File: src/rtl/mko_pkg.sv
// mko_pkg: shared types and constants for the MKO bus scheduler.
// FSM state enum, chip count, idle select/strobe values, chip helpers.
package mko_pkg;

  localparam int MKO_CHIP_NUM = 5;

  localparam logic [4:0] MKO_SEL_IDLE = 5'b11111;
  localparam logic [4:0] MKO_STB_IDLE = 5'b11111;

  typedef enum logic [2:0] {
    S_IDLE,
    S_SETUP,
    S_STROBE,
    S_WAIT,
    S_HOLD,
    S_DONE
  } state_t;

  function automatic logic chip_ok(
    input logic [2:0] c
  );
    return c < 3'(MKO_CHIP_NUM);
  endfunction

  // One-hot chip mask; all zero for an invalid index.
  function automatic logic [4:0] chip_oh(
    input logic [2:0] c
  );
    logic [4:0] r;
    r = '0;
    if (chip_ok(c))
      r = 5'b00001 << c;
    return r;
  endfunction

endpackage

File: src/rtl/mko_rr_arb.sv
// mko_rr_arb: 2-way round-robin grant with a last-served pointer.
// Ports: req in, adv/adv_id (DONE pulse + served id), gnt_vld/gnt_id out.
module mko_rr_arb (
  input  logic       CLK_32,
  input  logic       RESET,
  input  logic [1:0] req,
  input  logic       adv,
  input  logic       adv_id,
  output logic       gnt_vld,
  output logic       gnt_id
);

  // Reset to 1 so requester 0 wins the first contention.
  logic last;

  always_ff @(posedge CLK_32) begin
    if (RESET)
      last <= 1'b1;
    else if (adv)
      last <= adv_id;
  end

  always_comb begin
    gnt_vld = |req;
    gnt_id  = req[1];
    if (&req)
      gnt_id = ~last;
  end

endmodule

File: src/rtl/mko_bus_sched.sv
// mko_bus_sched: shares the MKO chip bus between host and poller.
// Ports: req_* per requester, ack/err/rd_dat back, MKO_* chip bus.
module mko_bus_sched
  import mko_pkg::*;
#(
  parameter int SETUP_CYC   = 2,
  parameter int HOLD_CYC    = 2,
  parameter int TIMEOUT_CYC = 255
) (
  input  logic        CLK_32,
  input  logic        RESET,
  input  logic [1:0]  req_i,
  input  logic [1:0]  req_we_i,
  input  logic [5:0]  req_chip_i,
  input  logic [31:0] req_adr_i,
  input  logic [31:0] req_dat_i,
  output logic [1:0]  ack_o,
  output logic [1:0]  err_o,
  output logic [15:0] rd_dat_o,
  output logic        busy_o,
  output logic [4:0]  MKO_SELECT_N,
  output logic [4:0]  MKO_STRBD_N,
  output logic        MKO_RDWR_N,
  output logic [15:0] MKO_A,
  output logic [15:0] MKO_D_O,
  output logic        MKO_D_OE,
  input  logic [15:0] MKO_D_I,
  input  logic [4:0]  MKO_READY_N
);

  state_t      st;
  state_t      st_nx;
  logic [15:0] cnt;

  logic        gnt_q;
  logic        we_q;
  logic        err_q;
  logic [2:0]  chip_q;
  logic [15:0] adr_q;
  logic [15:0] dat_q;
  logic [15:0] rd_q;

  logic [4:0]  rdy_s1;
  logic [4:0]  rdy_s2;

  logic        gnt_vld;
  logic        gnt_id;
  logic        adv;
  logic [2:0]  g_chip;
  logic [15:0] g_adr;
  logic [15:0] g_dat;
  logic        g_we;

  logic [4:0]  oh;
  logic        rdy;
  logic        wait_ok;
  logic        wait_to;
  logic        act;

  assign adv = (st == S_DONE);

  mko_rr_arb u_arb (
    .CLK_32  (CLK_32),
    .RESET   (RESET),
    .req     (req_i),
    .adv     (adv),
    .adv_id  (gnt_q),
    .gnt_vld (gnt_vld),
    .gnt_id  (gnt_id)
  );

  assign g_chip = gnt_id ? req_chip_i[5:3] : req_chip_i[2:0];
  assign g_adr  = gnt_id ? req_adr_i[31:16] : req_adr_i[15:0];
  assign g_dat  = gnt_id ? req_dat_i[31:16] : req_dat_i[15:0];
  assign g_we   = gnt_id ? req_we_i[1] : req_we_i[0];

  assign oh      = chip_oh(chip_q);
  assign rdy     = |(oh & ~rdy_s2);
  // First two WAIT cycles may still see stale synchronizer data.
  assign wait_ok = (cnt >= 16'd2) && rdy;
  assign wait_to = (cnt == 16'(TIMEOUT_CYC - 1));

  always_ff @(posedge CLK_32) begin
    if (RESET) begin
      st     <= S_IDLE;
      cnt    <= '0;
      gnt_q  <= 1'b0;
      we_q   <= 1'b0;
      err_q  <= 1'b0;
      chip_q <= '0;
      adr_q  <= '0;
      dat_q  <= '0;
      rd_q   <= '0;
      rdy_s1 <= '1;
      rdy_s2 <= '1;
    end else begin
      st     <= st_nx;
      cnt    <= (st_nx != st) ? 16'd0 : cnt + 16'd1;
      rdy_s1 <= MKO_READY_N;
      rdy_s2 <= rdy_s1;
      if (st == S_IDLE && gnt_vld) begin
        gnt_q  <= gnt_id;
        we_q   <= g_we;
        chip_q <= g_chip;
        adr_q  <= g_adr;
        dat_q  <= g_dat;
        err_q  <= ~chip_ok(g_chip);
        rd_q   <= '0;
      end
      if (st == S_WAIT) begin
        if (wait_ok) begin
          if (!we_q)
            rd_q <= MKO_D_I;
        end else if (wait_to) begin
          err_q <= 1'b1;
        end
      end
    end
  end

  always_comb begin
    st_nx = st;
    unique case (st)
      S_IDLE: begin
        if (gnt_vld)
          st_nx = chip_ok(g_chip) ? S_SETUP : S_DONE;
      end
      S_SETUP: begin
        if (cnt == 16'(SETUP_CYC - 1))
          st_nx = S_STROBE;
      end
      S_STROBE:
        st_nx = S_WAIT;
      S_WAIT: begin
        if (wait_ok || wait_to)
          st_nx = S_HOLD;
      end
      S_HOLD: begin
        if (cnt == 16'(HOLD_CYC - 1))
          st_nx = S_DONE;
      end
      S_DONE:
        st_nx = S_IDLE;
      default:
        st_nx = S_IDLE;
    endcase
  end

  always_comb begin
    act = (st == S_SETUP) || (st == S_STROBE) ||
          (st == S_WAIT)  || (st == S_HOLD);
    busy_o       = (st != S_IDLE);
    MKO_SELECT_N = act ? ~oh : MKO_SEL_IDLE;
    MKO_STRBD_N  = MKO_STB_IDLE;
    if (st == S_STROBE || st == S_WAIT)
      MKO_STRBD_N = ~oh;
    MKO_RDWR_N = act ? ~we_q : 1'b1;
    MKO_A      = act ? adr_q : 16'd0;
    MKO_D_O    = act ? dat_q : 16'd0;
    MKO_D_OE   = act & we_q;
    ack_o      = '0;
    err_o      = '0;
    rd_dat_o   = '0;
    if (st == S_DONE) begin
      ack_o[gnt_q] = 1'b1;
      err_o[gnt_q] = err_q;
      rd_dat_o     = rd_q;
    end
  end

endmodule

File: config.mk
export PLATFORM = sky130hd
export DESIGN_NAME = mko_bus_sched
export DESIGN_NICKNAME = d
export VERILOG_FILES = /design/src/rtl/mko_pkg.sv /design/src/rtl/mko_rr_arb.sv /design/src/rtl/mko_bus_sched.sv
export SDC_FILE = /design/constraint.sdc
export NUM_CORES = 1
export LEC_CHECK = 0
export CAP_MARGIN = 15
export CORE_UTILIZATION = 39
export DETAILED_ROUTE_END_ITERATION = 7
export GPL_TIMING_DRIVEN = 0
export PLACE_DENSITY = 0.78
export SYNTH_ARGS = -nofsm -noshare
export SYNTH_HDL_FRONTEND = slang
export SYNTH_SLANG_ARGS = --single-unit
File: constraint.sdc
create_clock -name CLK_32 -period 1.7 [get_ports CLK_32]
set_input_delay 0.425 -clock CLK_32 [delete_from_list [all_inputs] [get_ports CLK_32]]
set_output_delay 0.425 -clock CLK_32 [all_outputs]
set_load 0.1 [all_outputs]
==> results.py, run 1 <==
metrics = {
    "status": {
        "outcome": "finished, violations left",
        "failed_checks": "negative setup slack",
    },
    "sta": {
        "final.period_utilization": 1.32,
        "finalHoldViolations": 0,
        "timing.final.ws_setup_ns": -0.537,
        "setup-violations-final": 136,
        "timing.final.crit_period_ns": 2.24,
        "worstMarginPinSlew_ns": 0.791,
        "maxSlewViolCount": 0,
        "unrepaired_setup_endpoints_after_global_routing": "true",
        "clock-skew-final_ns": 0.0152,
        "fmax_ghz": 0.447,
        "max_slew_margin": 0.472,
        "fin_setup_tns_ns": -45.50,
    },
    "routing": {
        "drc": 0,
        "detail_route.iter0.violations": 316,
        "wl_per_cell_um": 22.0,
        "route.vias.total": 4863,
        "routed_wirelength_um": 18700,
        "route.detailed.vias_per_inst": 5.74,
        "dr.pass1.iters": 7,
        "route.antenna.remaining_nets": 0,
    },
    "critical_path": {
        "reg2regPathDepth": 8,
        "critPathArrivalTime_ns": 1.81,
        "worstSetupPathDepth": 6,
        "crit_chain": "o21a_4 -> nor2_4 -> buf_6 -> clkbuf_16 -> and2_4 -> buf_12",
        "cp_slowest_stage_delay_ns": 0.40,
        "critical-path-top-delay-family": "buffers and inverters",
        "critical_path_buf_inv_count": 3,
        "crit_required_ns": 1.27,
        "endpoint_kind": "primary output",
        "worstSetupPathType": "register to primary output",
        "timing.critical_path.fanout_max": 6,
        "slowest_stage": "sky130_fd_sc_hd__dfxtp_4",
        "worstSetupStartpointType": "register",
    },
    "layout": {
        "antenna-diode-count": 0,
        "drive_gt1_frac": 0.485,
        "layout.cells.most_common": "sky130_fd_sc_hd__clkdlybuf4s50_1",
        "syn2layout_area_growth_pct": 102,
        "finish.utilization": 0.825,
        "final_net_count": 809,
        "most-common-layout-cells": "sky130_fd_sc_hd__clkdlybuf4s50_1 (93), sky130_fd_sc_hd__dfxtp_1 (68), sky130_fd_sc_hd__buf_12 (61), sky130_fd_sc_hd__nor2_1 (50), sky130_fd_sc_hd__buf_4 (39)",
    },
    "grt": {
        "grt_start_max_net_pins": 15,
        "grt_first_pass_wirelength_um": 24600,
        "grt_pass1_vias": 4836,
        "initial_antenna_violation_count": 0,
        "track_usage": 0.289,
        "grt-ovfl-total": 0,
    },
    "clock_tree": {
        "htree_levels": 3,
        "worst_setup_hold_path_clk_slew_ns": 0.09,
        "clockBufferDepth": 2,
        "tritoncts.num_buffers": 9,
        "cts-hold-fix-buffers": 0,
        "cts_tree": "yes",
        "worstSkewPairLatency_ns": 0.37,
        "root_buffer": "sky130_fd_sc_hd__clkbuf_8",
        "clkSinkCount": 84,
    },
    "yosys": {
        "synthTopCellsByArea": "sky130_fd_sc_hd__dfxtp_1 (41%), sky130_fd_sc_hd__mux2i_1 (9.4%), sky130_fd_sc_hd__a211oi_1 (6.8%)",
        "postSynth.asyncResetShare": 0,
        "synth.distinct_cells": 43,
        "post_synth.cell_area_avg_um2": 8.58,
        "synthFlopType": "sky130_fd_sc_hd__dfxtp_1",
        "synth.yosys.seq_area_share": 0.414,
        "netlist_instances": 474,
        "yosys.area.top_type_share": 0.414,
        "netlist_area_um2": 4070,
        "synthDominantAreaCellType": "sky130_fd_sc_hd__dfxtp_1",
        "number_of_enable_type_register_cells_in_the_synthesized_netlist": 0,
        "synth.net_count": 574,
        "synth.yosys.warnings": 0,
        "synth_seq_cells": 84,
    },
    "min_path": {
        "worst_hold_path.num_cells": 1,
        "hold_path.class": "register to register",
    },
    "floorplan": {
        "fp.dieArea_um2": 10800,
        "starting_utilization_of_the_core_area": 0.408,
        "top_level_ports": 162,
        "chipHeight_um": 104,
        "placeableCoreArea_um2": 9950,
        "num_rows": 36,
        "die_x_um": 104,
    },
    "pwr": {
        "total_leakage_power_nw": 3.13,
        "cellPowerDensity_nw_per_um2": 1120,
        "vdd_ir_drop_max_mv": 0.758,
        "power.total_mw": 9.19,
    },
    "placement": {
        "place_congestion": 0.803,
        "hpwlAfterDp_um": 9270,
        "buffer_ports.inserted": 160,
    },
    "flow_run": {
        "cap_viol_max_count": 0,
    },
}
repair_timing:
item                       4_1_cts  5_1_grt
setup endpoints to repair      138      138
cloned                           7        2
hold endpoints to repair         0        0
buffers inserted                25       33
resized for setup              701       90
pin swaps                       84       22
metal layers:
metal / up-vias / wire length (um) / track usage / share of wire
met5: - / 0 / 0 / 0
met1: 2345 / 6620 / 0.299 / 0.36
met2: 313 / 9750 / 0.538 / 0.52
li1: 2110 / - / - / -
met3: 95 / 1230 / 0.0589 / 0.066
met4: 0 / 1060 / 0.165 / 0.057
flip-flops by register name, summed over array words and instances, names as in the netlist:
signal	count
adr_q	16
cnt	16
dat_q	16
rd_q	16
rdy_s1	5
rdy_s2	5
chip_q	3
st	3
err_q	1
gnt_q	1
u_arb.last	1
we_q	1
worst paths after layout:
check	startpoint	to	slack, ns
setup / recovery	st[0]	MKO_A[7]	-0.54
hold / removal	rdy_s1[0]	rdy_s2[0]	0.42
setup reg to reg	cnt[10]	cnt[0]	-0.45
hold reg to reg	rdy_s1[0]	rdy_s2[0]	0.42
cell usage after synthesis, types with 2 or more instances:
cell and n:
sky130_fd_sc_hd__clkbuf_1 19, sky130_fd_sc_hd__buf_6 2, sky130_fd_sc_hd__and2_1 36, sky130_fd_sc_hd__nor3_1 4, sky130_fd_sc_hd__nor3b_1 3, sky130_fd_sc_hd__nor2b_1 2
sky130_fd_sc_hd__nand2_1 34, sky130_fd_sc_hd__buf_1 3, sky130_fd_sc_hd__ha_1 3, sky130_fd_sc_hd__inv_1 8, sky130_fd_sc_hd__nor3_2 2, sky130_fd_sc_hd__nor4_4 3
sky130_fd_sc_hd__a21oi_1 21, sky130_fd_sc_hd__xnor2_1 5, sky130_fd_sc_hd__nand3_1 26, sky130_fd_sc_hd__or2_2 12, sky130_fd_sc_hd__buf_2 10, sky130_fd_sc_hd__xor2_1 9
sky130_fd_sc_hd__nand4_1 6, sky130_fd_sc_hd__and3_1 17, sky130_fd_sc_hd__dfxtp_1 84, sky130_fd_sc_hd__nor2_1 68, sky130_fd_sc_hd__mux2i_1 38, sky130_fd_sc_hd__o21ai_0 4
sky130_fd_sc_hd__a211oi_1 37
metrics by stage:
stage / cell area [um^2] / instances / hold slack [ns] / worst slack, ns
global route: 8210 / 847 / 0.437 / -0.569
floorplan: 4350 / 474 / 0.389 / -0.395
global placement: 6120 / 767 / 0.392 / -1.32
CTS: 7640 / 814 / 0.418 / -0.441
finish: 8210 / 847 / 0.422 / -0.537
detailed placement: 6120 / 767 / 0.393 / -1.31
cell type report:
type / instances / area, um^2
Clock buffer: 12 / 176
Inverter: 8 / 38.8
Tap cell: 133 / 166
Timing Repair Buffer: 224 / 2840
Multi-Input combinational cell: 348 / 2900
Buffer: 34 / 310
Clock inverter: 4 / 53.8
Sequential cell: 84 / 1730
Fill cell: 462 / 1750
report_power, final:
part | leakage (nW) | total, mW | internal (mW) | switching [mW]
clock network | 0.110 | 1.65 | 0.852 | 0.794
registers | 0.699 | 2.43 | 2.22 | 0.219
logic | 2.33 | 5.11 | 2.13 | 2.98
total | 3.13 | 9.19 | 5.20 | 3.99
worst register-to-register path: stages (launching register included):
cell	delay, ns
sky130_fd_sc_hd__dfxtp_4	0.37
sky130_fd_sc_hd__nor4_4	0.35
sky130_fd_sc_hd__buf_4	0.20
sky130_fd_sc_hd__nand4_4	0.14
sky130_fd_sc_hd__o32a_1	0.41
sky130_fd_sc_hd__nor3_2	0.21
sky130_fd_sc_hd__o21ai_4	0.12
sky130_fd_sc_hd__buf_6	0.17
sky130_fd_sc_hd__nor2_1	0.12
cells by family after synthesis:
| group | Yosys count | share of synthesized area |
|---|---|---|
| muxes | 38 | 0.0936 |
| xor gates and xnor gates | 14 | 0.0302 |
| AOI/OAI and AO/OA | 73 | 0.123 |
| DFF | 84 | 0.414 |
| adders and majority gates | 3 | 0.00923 |
| buffers and inverters | 43 | 0.0474 |
| and+or+nand+nor | 219 | 0.283 |
No activity file was read; power rests on OpenSTA's default activity.
==> run 2: changes to the inputs <==
SKIP_CTS_REPAIR_TIMING = 1   (was not set)
==> run 2 against run 1 <==
Count of clock-buffer cells in the layout unchanged. Critical path type unchanged. Critical endpoint is now MKO_D_O[4]. Sequential share of layout area up 0.82 points. The flow still finishes with violations (negative setup slack). Total power down 4.1%. Die area unchanged. Worst hold slack worse by 0.0075 ns. Largest power group unchanged. Clock skew up 0.0022 ns. Largest cell class unchanged. Critical path depth unchanged. Global-route usage down 6.9 points. Non-clock buffer count down 29. Routed wire length down 12%.
==> results.py, run 2 (synthesis results as in run 1) <==
metrics = {
    "critical_path": {
        "worstSetupPathType": "register to primary output",
        "critPathArrivalTime_ns": 1.81,
        "crit_chain": "o21a_4 -> buf_12 -> nor2_4 -> buf_6 -> and2_4 -> buf_12",
        "crit_required_ns": 1.27,
        "cp_common_cell": "sky130_fd_sc_hd__buf_12",
        "endpoint_kind": "primary output",
        "reg2reg_slack_ns": -0.49,
        "regToRegStartpoint": "cnt[1]",
        "reg2regPathDepth": 9,
        "slowest_stage": "sky130_fd_sc_hd__dfxtp_4",
        "cp_slowest_stage_delay_ns": 0.40,
        "reg_to_reg_critical_path_endpoint": "cnt[12]",
        "worstSetupStartpointType": "register",
        "timing.critical_path.fanout_max": 8,
        "startpoint": "st[1]",
        "worstSetupEndpoint": "MKO_D_O[4]",
    },
    "layout": {
        "drive_gt1_frac": 0.454,
        "fillCellCount": 538,
        "layout.cells.most_common": "sky130_fd_sc_hd__clkdlybuf4s50_1",
        "antenna-diode-count": 0,
        "final_net_count": 780,
        "final-instance-count-excl-fill": 818,
        "most-common-layout-cells": "sky130_fd_sc_hd__clkdlybuf4s50_1 (93), sky130_fd_sc_hd__dfxtp_1 (71), sky130_fd_sc_hd__nor2_1 (62), sky130_fd_sc_hd__buf_12 (60), sky130_fd_sc_hd__and2_4 (35)",
        "syn2layout_area_growth_pct": 93.1,
    },
    "floorplan": {
        "die_x_um": 104,
        "chipHeight_um": 104,
        "top_level_ports": 162,
        "placeableCoreArea_um2": 9950,
        "num_rows": 36,
        "starting_utilization_of_the_core_area": 0.408,
        "fp.dieArea_um2": 10800,
    },
    "sta": {
        "fmax_ghz": 0.447,
        "final.period_utilization": 1.32,
        "setup-violations-final": 106,
        "timing.final.ws_setup_ns": -0.537,
        "clock-skew-final_ns": 0.0174,
        "unrepaired_setup_endpoints_after_global_routing": "true",
        "worstMarginPinSlew_ns": 0.704,
        "max_slew_margin": 0.531,
        "timing.final.crit_period_ns": 2.24,
        "maxSlewViolCount": 0,
        "finalHoldViolations": 0,
    },
    "flow_run": {
        "cap_viol_max_count": 0,
    },
    "placement": {
        "hpwlAfterDp_um": 9270,
        "numPlacedInstances": 767,
        "dpl_worst_slack_ns": -1.31,
        "buffer_ports.inserted": 160,
        "place_congestion": 0.803,
    },
    "pwr": {
        "power.total_mw": 8.81,
        "total_leakage_power_nw": 2.98,
        "vdd_ir_drop_max_mv": 0.713,
        "cellPowerDensity_nw_per_um2": 1120,
    },
    "grt": {
        "initial_antenna_violation_count": 0,
        "track_usage": 0.220,
        "grt_start_max_net_pins": 15,
        "grt-ovfl-total": 0,
        "grt_first_pass_wirelength_um": 19100,
        "grt_pass1_vias": 4062,
    },
    "min_path": {
        "hold_path.class": "register to register",
        "worst_hold_path.num_cells": 1,
    },
    "routing": {
        "drc": 0,
        "dr.pass1.iters": 4,
        "routed_wirelength_um": 16500,
        "route.antenna.remaining_nets": 0,
        "detail_route.iter0.violations": 259,
        "route.vias.total": 4535,
        "wl_per_cell_um": 20.1,
        "route.detailed.vias_per_inst": 5.54,
    },
    "clock_tree": {
        "clkSinkCount": 84,
        "worst_setup_hold_path_clk_slew_ns": 0.09,
        "clockBufferDepth": 2,
        "tritoncts.num_buffers": 9,
        "root_buffer": "sky130_fd_sc_hd__clkbuf_8",
        "cts_tree": "yes",
        "worstSkewPairLatency_ns": 0.36,
        "htree_levels": 3,
    },
    "status": {
        "failed_checks": "negative setup slack",
        "outcome": "finished, violations left",
    },
}
-- run 2: worst min path at each step --
stage	start	to	slack, ns
2_1_floorplan	rdy_s1[0]	rdy_s2[0]	0.39
3_3_place_gp	rdy_s1[3]	rdy_s2[3]	0.39
3_5_place_dp	rdy_s1[1]	rdy_s2[1]	0.39
4_1_cts	rdy_s1[2]	rdy_s2[2]	0.42
5_1_grt	rdy_s1[2]	rdy_s2[2]	0.43
6_report	rdy_s1[2]	rdy_s2[2]	0.41
-- run 2: routing by layer --
metal | share of wire | global-route usage
met2 | 0.54 | 0.409
met1 | 0.37 | 0.244
met5 | 0 | 0
met4 | 0.027 | 0.0704
met3 | 0.068 | 0.0526
-- run 2: cell type report --
type	instances	area (um^2)	share of cell area
Clock buffer	12	176	0.0225
Inverter	8	36.3	0.00462
Buffer	33	284	0.0362
Timing Repair Buffer	196	2570	0.327
Multi-Input combinational cell	348	2850	0.363
Clock inverter	4	53.8	0.00685
Sequential cell	84	1720	0.219
Tap cell	133	166	0.0212
-- run 2: critical path: cells and delay by family (launching register included) --
family	cells	cell delay, ns
compound gates	1	0.25
simple gates	2	0.34
flops	1	0.40
buf+inv	3	0.47
-- run 2: per-stage QoR --
stage | hold slack (ns) | utilization | TNS (ns) | area (um^2)
finish | 0.415 | 0.788 | -40.70 | 7850
global route | 0.429 | 0.788 | -45.95 | 7850
CTS | 0.418 | 0.638 | -118.87 | 6350
detailed placement | 0.393 | 0.615 | -108.75 | 6120
global placement | 0.392 | 0.615 | -103.85 | 6120
floorplan | 0.389 | - | -17.39 | 4350
-- run 2: power breakdown --
part / internal, mW / switching [mW] / leakage (nW)
clock network: 0.852 / 0.767 / 0.110
registers: 2.22 / 0.233 / 0.697
logic: 1.94 / 2.81 / 2.17
==> run 3: changes to the inputs <==
RECOVER_POWER = 50   (was not set)
TNS_END_PERCENT = 100   (was not set)
==> results of run 3 <==
Final layout, timing and power as in run 2 (identical DEF).
